**src/rtl/fsm_pkg.sv**
```systemverilog
// Shared constants and types for the match logging slice.
package fsm_pkg;

  localparam int POS_W_DEF = 16;
  localparam int CNT_W_DEF = 16;
  localparam int DEPTH_DEF = 4;

  typedef logic [POS_W_DEF-1:0] pos_t;

endpackage

```
**src/rtl/match_logger_if.sv**
```systemverilog
// Host-side valid/ready channel carrying logged match positions.
interface match_logger_if #(
  parameter int POS_W = fsm_pkg::POS_W_DEF
);

  logic             pos_valid;
  logic             pos_ready;
  logic [POS_W-1:0] pos_data;

  modport master (output pos_valid, output pos_data, input pos_ready);
  modport slave  (input pos_valid, input pos_data, output pos_ready);

endinterface

```
**src/rtl/pos_fifo.sv**
```systemverilog
// First-word-fall-through FIFO; head is read combinationally from storage.
module pos_fifo
  import fsm_pkg::*;
#(
  parameter int  DEPTH  = DEPTH_DEF,
  parameter type data_t = pos_t
) (
  input  logic                   clk,
  input  logic                   reset,
  input  logic                   clear,
  input  logic                   push,
  input  data_t                  push_data,
  input  logic                   pop,
  output data_t                  head,
  output logic [$clog2(DEPTH):0] level,
  output logic                   full,
  output logic                   empty
);

  localparam int AW = $clog2(DEPTH);

  data_t         mem [DEPTH];
  logic [AW-1:0] wr_ptr_reg;
  logic [AW-1:0] rd_ptr_reg;
  logic [AW:0]   level_reg;
  logic          do_push;
  logic          do_pop;

  assign full  = (level_reg == (AW+1)'(DEPTH));
  assign empty = (level_reg == '0);

  // A push into a full FIFO is only accepted when the head leaves this cycle.
  assign do_pop  = pop && !empty;
  assign do_push = push && (!full || do_pop);

  always_ff @(posedge clk or posedge reset) begin
    if (reset) begin
      wr_ptr_reg <= '0;
      rd_ptr_reg <= '0;
      level_reg  <= '0;
    end else if (clear) begin
      wr_ptr_reg <= '0;
      rd_ptr_reg <= '0;
      level_reg  <= '0;
    end else begin
      if (do_push) wr_ptr_reg <= wr_ptr_reg + AW'(1);
      if (do_pop)  rd_ptr_reg <= rd_ptr_reg + AW'(1);
      if (do_push && !do_pop)
        level_reg <= level_reg + (AW+1)'(1);
      else if (!do_push && do_pop)
        level_reg <= level_reg - (AW+1)'(1);
    end
  end

  // Storage carries no reset; emptied pointers make stale words unreachable.
  always_ff @(posedge clk) begin
    if (do_push && !clear)
      mem[wr_ptr_reg] <= push_data;
  end

  assign head  = mem[rd_ptr_reg];
  assign level = level_reg;

endmodule

```
**src/rtl/match_logger.sv**
```systemverilog
// Logs the bit position of every detector match into a small FIFO and keeps
// a saturating match count plus a sticky drop flag.
module match_logger
  import fsm_pkg::*;
#(
  parameter int POS_W = POS_W_DEF,
  parameter int CNT_W = CNT_W_DEF,
  parameter int DEPTH = DEPTH_DEF
) (
  input  logic                   clk,
  input  logic                   reset,
  input  logic                   y,
  input  logic                   clear,
  match_logger_if.master         pos,
  output logic [CNT_W-1:0]       match_count,
  output logic [$clog2(DEPTH):0] fifo_level,
  output logic                   overflow
);

  logic [POS_W-1:0] bit_pos_reg;
  logic [CNT_W-1:0] match_count_reg;
  logic             overflow_reg;
  logic [POS_W-1:0] fifo_head;
  logic             fifo_full;
  logic             fifo_empty;
  logic             drop;

  // y feeds the push directly so the Mealy pulse is used at the edge it is sampled.
  pos_fifo #(
    .DEPTH  (DEPTH),
    .data_t (logic [POS_W-1:0])
  ) u_fifo (
    .clk       (clk),
    .reset     (reset),
    .clear     (clear),
    .push      (y),
    .push_data (bit_pos_reg),
    .pop       (pos.pos_ready),
    .head      (fifo_head),
    .level     (fifo_level),
    .full      (fifo_full),
    .empty     (fifo_empty)
  );

  // Full implies non-empty, so a ready host always frees a slot this cycle.
  assign drop = y && fifo_full && !pos.pos_ready;

  always_ff @(posedge clk or posedge reset) begin
    if (reset) begin
      bit_pos_reg     <= '0;
      match_count_reg <= '0;
      overflow_reg    <= 1'b0;
    end else if (clear) begin
      bit_pos_reg     <= '0;
      match_count_reg <= '0;
      overflow_reg    <= 1'b0;
    end else begin
      bit_pos_reg <= bit_pos_reg + POS_W'(1);
      if (y && (match_count_reg != '1))
        match_count_reg <= match_count_reg + CNT_W'(1);
      if (drop)
        overflow_reg <= 1'b1;
    end
  end

  assign pos.pos_valid = !fifo_empty;
  assign pos.pos_data  = fifo_head;
  assign match_count   = match_count_reg;
  assign overflow      = overflow_reg;

endmodule

```
**src/flat_wrapper.sv**
```systemverilog
// flat-port wrapper written by rule: the top's interface ports become plain ports
module match_logger_flat import fsm_pkg::*;
#(
  parameter int POS_W = POS_W_DEF,
  parameter int CNT_W = CNT_W_DEF,
  parameter int DEPTH = DEPTH_DEF
)
  (clk, reset, y, clear, match_count, fifo_level, overflow, pos_pos_valid, pos_pos_data, pos_pos_ready);
  match_logger_if #(.POS_W(POS_W)) pos_i ();
  input  logic clk;
  input  logic reset;
  input  logic y;
  input  logic clear;
  output logic [CNT_W-1:0] match_count;
  output logic [$clog2(DEPTH):0] fifo_level;
  output logic overflow;
  output wire logic [$bits(pos_i.pos_valid)-1:0] pos_pos_valid;
  output wire logic [$bits(pos_i.pos_data)-1:0] pos_pos_data;
  input wire logic [$bits(pos_i.pos_ready)-1:0] pos_pos_ready;
  assign pos_pos_valid = pos_i.pos_valid;
  assign pos_pos_data = pos_i.pos_data;
  assign pos_i.pos_ready = pos_pos_ready;
  match_logger #(.POS_W(POS_W), .CNT_W(CNT_W), .DEPTH(DEPTH)) u_core (.clk(clk), .reset(reset), .y(y), .clear(clear), .pos(pos_i), .match_count(match_count), .fifo_level(fifo_level), .overflow(overflow));
endmodule
```
**config.mk**
```make
export PLATFORM = sky130hd
export DESIGN_NAME = match_logger_flat
export DESIGN_NICKNAME = d
export VERILOG_FILES = /design/src/rtl/fsm_pkg.sv /design/src/rtl/match_logger_if.sv /design/src/rtl/pos_fifo.sv /design/src/rtl/match_logger.sv /design/src/flat_wrapper.sv
export SDC_FILE = /design/constraint.sdc
export NUM_CORES = 1
export LEC_CHECK = 0
export ABC_AREA = 1
export CAP_MARGIN = 10
export CORE_MARGIN = 5
export CORE_UTILIZATION = 30
export CTS_CLUSTER_DIAMETER = 30
export DETAILED_ROUTE_END_ITERATION = 10
export SYNTH_ARGS = -nofsm -noshare
export SYNTH_HDL_FRONTEND = slang
export SYNTH_SLANG_ARGS = --single-unit
```
**constraint.sdc**
```tcl
create_clock -name clk -period 2.7 [get_ports clk]
set_input_delay 0.81 -clock clk [delete_from_list [all_inputs] [get_ports clk]]
set_output_delay 0.81 -clock clk [all_outputs]
set_load 0.005 [all_outputs]
```
# Yosys cells after proc, flatten, opt, wreduce, memory -nomap -nowiden
# Memory sizes are Yosys's and may differ from the RTL's.
# Cells that the tools add are included.
[op_classes]
n_addsub = 6
n_eq_ne = 2
muxes = 14
reduce_logical = 21
[op_table]
columns = ["op", "n"]
rows = [
  ["two-way mux 16 bit", 3],
  ["adder 16 x 1 -> 16 bit, second input constant", 2],
  ["inequality test 16 bit, second input constant", 1],
  ["two-way mux 3 bit", 3],
  ["logical AND 1 bit", 8],
  ["two-way mux 2 bit", 4],
  ["nonzero test 2 bit", 4],
  ["zero test 1 bit", 6],
  ["adder 2 x 1 -> 2 bit, second input constant", 2],
  ["two-way mux 1 bit", 4],
  ["adder 3 x 1 -> 3 bit, second input constant", 1],
  ["equality test 3 bit, second input constant", 1],
  ["zero test 3 bit", 1],
  ["nonzero test 3 bit", 1],
  ["subtractor 3 x 1 -> 3 bit, second input constant", 1],
  ["logical OR 1 bit", 1],
]
[totals]
register_bits = 40
ramBits = 64
inputBits = 5
out_inout_bits = 37
word_cells = 50
mem_count = 1
[mem_list]
columns = ["name", "depth", "word_bits", "rd", "rd_ports_with_merged_regs", "wr", "line_no", "source"]
rows = [
  ["u_core.u_fifo.mem", 4, 16, 1, 0, 1, "pos_fifo.sv:22", "data_t mem [DEPTH];"],
]

# Depth between registers and ports, before layout
[logic_depth]
ltp_word = 10
ltp_mapped = 10
mapped_depth_nobuf = 10

# Modules after synthesis
# A second synthesis with hierarchy kept.
[unflattened]
hier_cells = 496
hier_area_um2 = 4843.4
[by_module_without_submodules]
columns = ["module", "instances", "cells_each", "area_each_um2"]
rows = [
  ["pos_fifo", 1, 224, 2890.3],
  ["match_logger", 1, 272, 1953.1],
]

# Worst setup path after synthesis
# Ideal clock, no wire load.
[synth_timing]
path_kind = "input to register"
start = "input pos_pos_ready"
end = "memory u_core.u_fifo.mem[0][0] (netlist bit), enable pin"
setup_ps = 389
arrival_ps = 1845
path_slack_ps = 466
path_stages = 4
n_path_buf = 0
cell_sequence = "o21ai_0 > nor2_1 > inv_1 > nor2_1"
[synth_via]
elab_chain_len = 6
[synth_rtl]
columns = ["item", "line_no", "source"]
rows = [
  ["from (decl)", "flat_wrapper.sv:19", "input wire logic [$bits(pos_i.pos_ready)-1:0] pos_pos_ready;"],
  ["logical AND 1 bit", "pos_fifo.sv:33", "assign do_pop = pop && !empty;"],
  ["logical OR 1 bit", "pos_fifo.sv:34", "assign do_push = push && (!full || do_pop);"],
  ["logical AND 1 bit", "pos_fifo.sv:34", ""],
  ["logical AND 1 bit", "pos_fifo.sv:57", "if (do_push && !clear)"],
  ["two-way mux 1 bit", "pos_fifo.sv:57", ""],
  ["two-way mux 1 bit (implied by the code)", "pos_fifo.sv:58", "mem[wr_ptr_reg] <= push_data;"],
  ["to (decl)", "pos_fifo.sv:22", ""],
]
# No other way between the ends.

# Worst setup path after layout
[layout_timing]
start = "register u_core.u_fifo.rd_ptr_reg[0]"
end = "output pos_pos_data[12]"
[layout_via]
elab_chain_len = 1
[layout_rtl]
columns = ["item", "line_no", "source"]
rows = [
  ["from (decl)", "pos_fifo.sv:24", "logic [AW-1:0] rd_ptr_reg;"],
  ["from (signal assigned)", "pos_fifo.sv:47", "if (do_pop) rd_ptr_reg <= rd_ptr_reg + AW'(1);"],
  ["memory read (4 x 16 bit)", "n/a", ""],
  ["to (decl)", "flat_wrapper.sv:18", "output wire logic [$bits(pos_i.pos_data)-1:0] pos_pos_data;"],
]
# No other way between the ends.

==> results.txt <==
The flow ran to the end, and the final reports show no timing, DRC or antenna violations. The maximum vdd drop is approximately 0.38 mV. Yosys attributes the largest share of cell area to edfxtp_1 (41%), dfrtp_1 (21%), nand2_1 (7.6%). The least setup slack across all paths after layout is 75.0 ps. The number of clock sinks seen by CTS came out at 104. The count of flip-flops with a built-in enable after synthesis came out at 64. The first-pass GRT wire length came out at 17400 µm. The signed area change from the synthesized netlist to the final layout came out at 26.1%. The share of total power in sequential cells is roughly 45%. The worst slack after detailed placement came out at between 200 and 250 ps.

The clock slew seen by the registers of the worst setup and hold paths is 70 ps. The number of filler cells placed in the layout is 1481. The residual antenna-violating net count after detailed routing came out at 0. The total area inside the core boundary comes to 15200 µm². Measured along the x axis, the die boundary spans 135 µm. The clock network fraction of design power came out at 34.3%. The number of rows created at floorplan came out at 45. The initial antenna violation count came to 0. The required arrival time at the worst endpoint is 1890 ps. The final hold violation count came out at 0. The number of I/O pins is 42. The cell count after synthesis is 467.

The final worst-path cycle share is 97.2%. Summing all multi-input logic gate instances after layout gives ~1600 µm². The combinational share of power came out at 21.0%. The number of buffers created by CTS came out at 9.

The first detailed-routing pass took 5 iterations. Summing over every cut layer, the via total after detailed routing is around 3500. During synthesis, Yosys emitted a total of 0 warnings. The largest individual stage delay along the critical path comes from the cell clkdlybuf4s50_1. The register bit count reported by yosys came out at 104. The number of DRC violations after detailed-routing iteration 0 came out at 270. Entering global routing, the biggest net connects 41 pins. The total grt overflow came out at 0. The sequential cell area is 2920 µm². The clock latency of the later-clocked register in the worst-skew pair is 350 ps. The switching part of the total came out at roughly 28%.

Counting every net in the synthesized netlist gives 479. The utilization after layout is 38.6%. Broken down by cell family, the worst path's largest delay share belongs to buffers and inverters. Using the TritonRoute via totals, the vias-per-cell ratio works out to between 4 and 5. Of all nets on the critical path, the largest fanout is 16. Counting instances in the post-synthesis netlist gives the leading cell types as nand2_1 (94), nor2_1 (81), edfxtp_1 (64). For this configuration, the core starts out at a cell density of a little over 30%. The final setup skew is slightly above 10 ps.

The synthesized design spends more area on one cell type than any other, namely edfxtp_1. The area fraction in compound gates after synthesis is 8.52%. The portion of synthesized area spent on multiplexers is 0%. The peak clock frequency supported by timing came out at 381 MHz. The buffering stage count on the worst path with inverters included came out at 3. The die covers about 18000 µm². By area, the combinational part of the netlist is dominated by simple AND/OR/NAND/NOR gates. The static leakage power came out at 2.35 nW. The routability-driven placement congestion ratio came out at 0.833.

TritonCTS built the clock tree. The pin slew with the least headroom to its limit is about 570 ps. The cell area after synthesis came out at 4660 µm².

The critical path is of the register to output port type. The setup total negative slack came out at 0 ps. The shortest clock period the worst path allows after layout is 2620 ps. The final antenna diode count came out at 0.

The critical path data arrival time is 1810 ps. Among all flip-flop cells after synthesis, the most frequent one is edfxtp_1. At the end of the flow, the number of nets in the layout was 534. The count of different cell masters after synthesis is 29. The signal on the critical path passes through inv_4 > clkbuf_16 > nor2_1 > o22ai_1 > clkdlybuf4s50_1. The total internal power is between 0.002 and 0.003 W. The placed instance count is 695. The number of flip-flops in the largest register is 64. The vertical die dimension came out at approximately 130 µm.

The net switching power of the design came out at 0.00111 W. The headroom to the max-slew limit came out at 61.3%. The worst min-delay path class is register to register.

Of the cells placed in the final design, the portion with a size suffix greater than 1 is 8.92%. The max-slew violation count came out at 0. The number of buffers on the longest clock path is 2.

In the post-synthesis netlist, the cell with the most instances is nand2_1. The number of remaining DRC errors came out at 0. The fraction of the mapped netlist area in adder cells is 2.04%. The total wirelength of the detailed-routed design is 10700 µm. The power per unit of standard cell area came out at 688 nW/µm².

For this run, the number of standard cells in the final layout without fillers is roughly 720. Summing the areas of all and, or, nand and nor instances in the mapped netlist gives between 20% and 30% of the synthesized area. Of all flip-flops after synthesis, the portion carrying an async set or reset was 38.5%.

The number of levels the H-tree was split into came out at 3. The detailed placement HPWL came out at 6940 µm. The average size of a mapped cell is 9.97 µm². The number of failing setup endpoints in the final timing report came out at 0. The area share of the leading cell type in the synthesized netlist came out at just over 40%.

The total track usage is 11.9%. Input and output buffers added on the ports amount to 41. The largest single stage delay on the critical path is 520 ps. STA classifies the critical path startpoint as a register. The proportion of synthesized chip area in sequential cells came out at 62.8%. The number of maximum-capacitance constraint violations came out at 0. In this run the clock root is driven by a clkbuf_16. The number of global-route vias before repair is 3456. The xor-xnor portion of the synthesized cell area came out at 2.44%. The worst setup path is captured at an output port.

The wire length per cell is between 10 and 15 µm. The post-cts hold buffer count came out at 0.
-- cell families after synthesis --
kind of cell    count (synthesis)
fa+ha+maj                       7
flops                         104
xor+xnor                       13
simple gates                  223
buf+inv                        47
compound gates                 73
-- worst register-to-register path, stage by stage, from the launching register on --
cell	delay [ps]
dfrtp_1	450
ha_1	280
nand3_1	200
inv_2	60
nand2_2	80
nor2_2	50
o21ai_0	460
nand2_1	120
nand2_1	90
-- area by class of cell --
class / count / share of cell area, %
multi-input combinational: 316 / 26.6
sequential: 104 / 49.8
timing repair buffer: 59 / 12.1
clock buffer: 9 / 3.83
tap: 188 / 4.01
clock inverter: 7 / 1.64
inverter: 32 / 2.09
-- worst paths after layout --
check	start	endpoint	slack, ps	cells past startpoint
max in group asynchronous	reset	u_core.u_fifo.rd_ptr_reg[0]$_DFFE_PP0P_	1400	3
worst min-delay path	u_core.overflow$_DFFE_PP0P_	u_core.overflow$_DFFE_PP0P_	530	2
worst min register to register	u_core.overflow$_DFFE_PP0P_	u_core.overflow$_DFFE_PP0P_	530	2
worst max-delay path	u_core.u_fifo.rd_ptr_reg[0]$_DFFE_PP0P_	pos_pos_data[12]	80	5
worst max register to register	u_core.match_count[0]$_DFFE_PP0P_	u_core.match_count[4]$_DFFE_PP0P_	850	8
min in group asynchronous	reset	u_core.bit_pos_reg[10]$_DFF_PP0_	900	3
-- what timing repair did --
item	in CTS	in global routing
pin swaps	0	2
setup buffers	0	2
gates resized for setup	4	18
setup endpoints to repair	6	12
gates cloned	0	2
-- placed cells by master (no fill, tap or decap), types with 2 or more instances in the layout --
cell and instances:
nand4_1 18, dfrtp_1 39, edfxtp_1 64, o22ai_1 14, ha_1 6, o21ai_0 43
xor2_1 11, dlymetal6s2s_1 12, nor2_2 2, nand3_1 16, nor2_1 81, buf_4 8
a21oi_1 8, nor3_1 5, buf_12 8, nor2_4 2, o22ai_2 2, o21ai_1 2
clkbuf_16 11, dlygate4sd2_1 2, inv_1 30, nand2_1 94, o21bai_1 2, or2_2 2
xnor2_1 2, inv_8 3, nor3b_1 2, clkdlybuf4s50_1 27
-- per-stage QoR --
step                instance area (µm²)  hold WS (ps)  total power (W)
floorplan                          4660           486          0.00221
global placement                   5420           501          0.00261
detailed placement                 5420           523          0.00263
CTS                                5750           539          0.00401
global route                       5870           565          0.00425
finish                             5870           529          0.00404
-- power by group through the flow --
| stage | clock, W | combinational, W | sequential (W) |
|---|---|---|---|
| after floorplan | 0 | 0.000388 | 0.00182 |
| after global placement | 0 | 0.000783 | 0.00183 |
| after detailed placement | 0 | 0.000794 | 0.00183 |
| after CTS | 0.00142 | 0.000796 | 0.00180 |
| after global routing | 0.00150 | 0.000939 | 0.00182 |
| final | 0.00139 | 0.000850 | 0.00181 |
-- per-layer routing --
| metal | part of all wire [%] | track usage, % | wire, µm |
|---|---|---|---|
| met1 | 47 | 15.7 | 4990 |
| met5 | 0 | 0 | 0 |
| met4 | 1.2 | 2.94 | 125 |
| met3 | 4.2 | 3.43 | 449 |
| met2 | 48 | 19.5 | 5150 |
No activity file was read; power rests on OpenSTA's default activity.
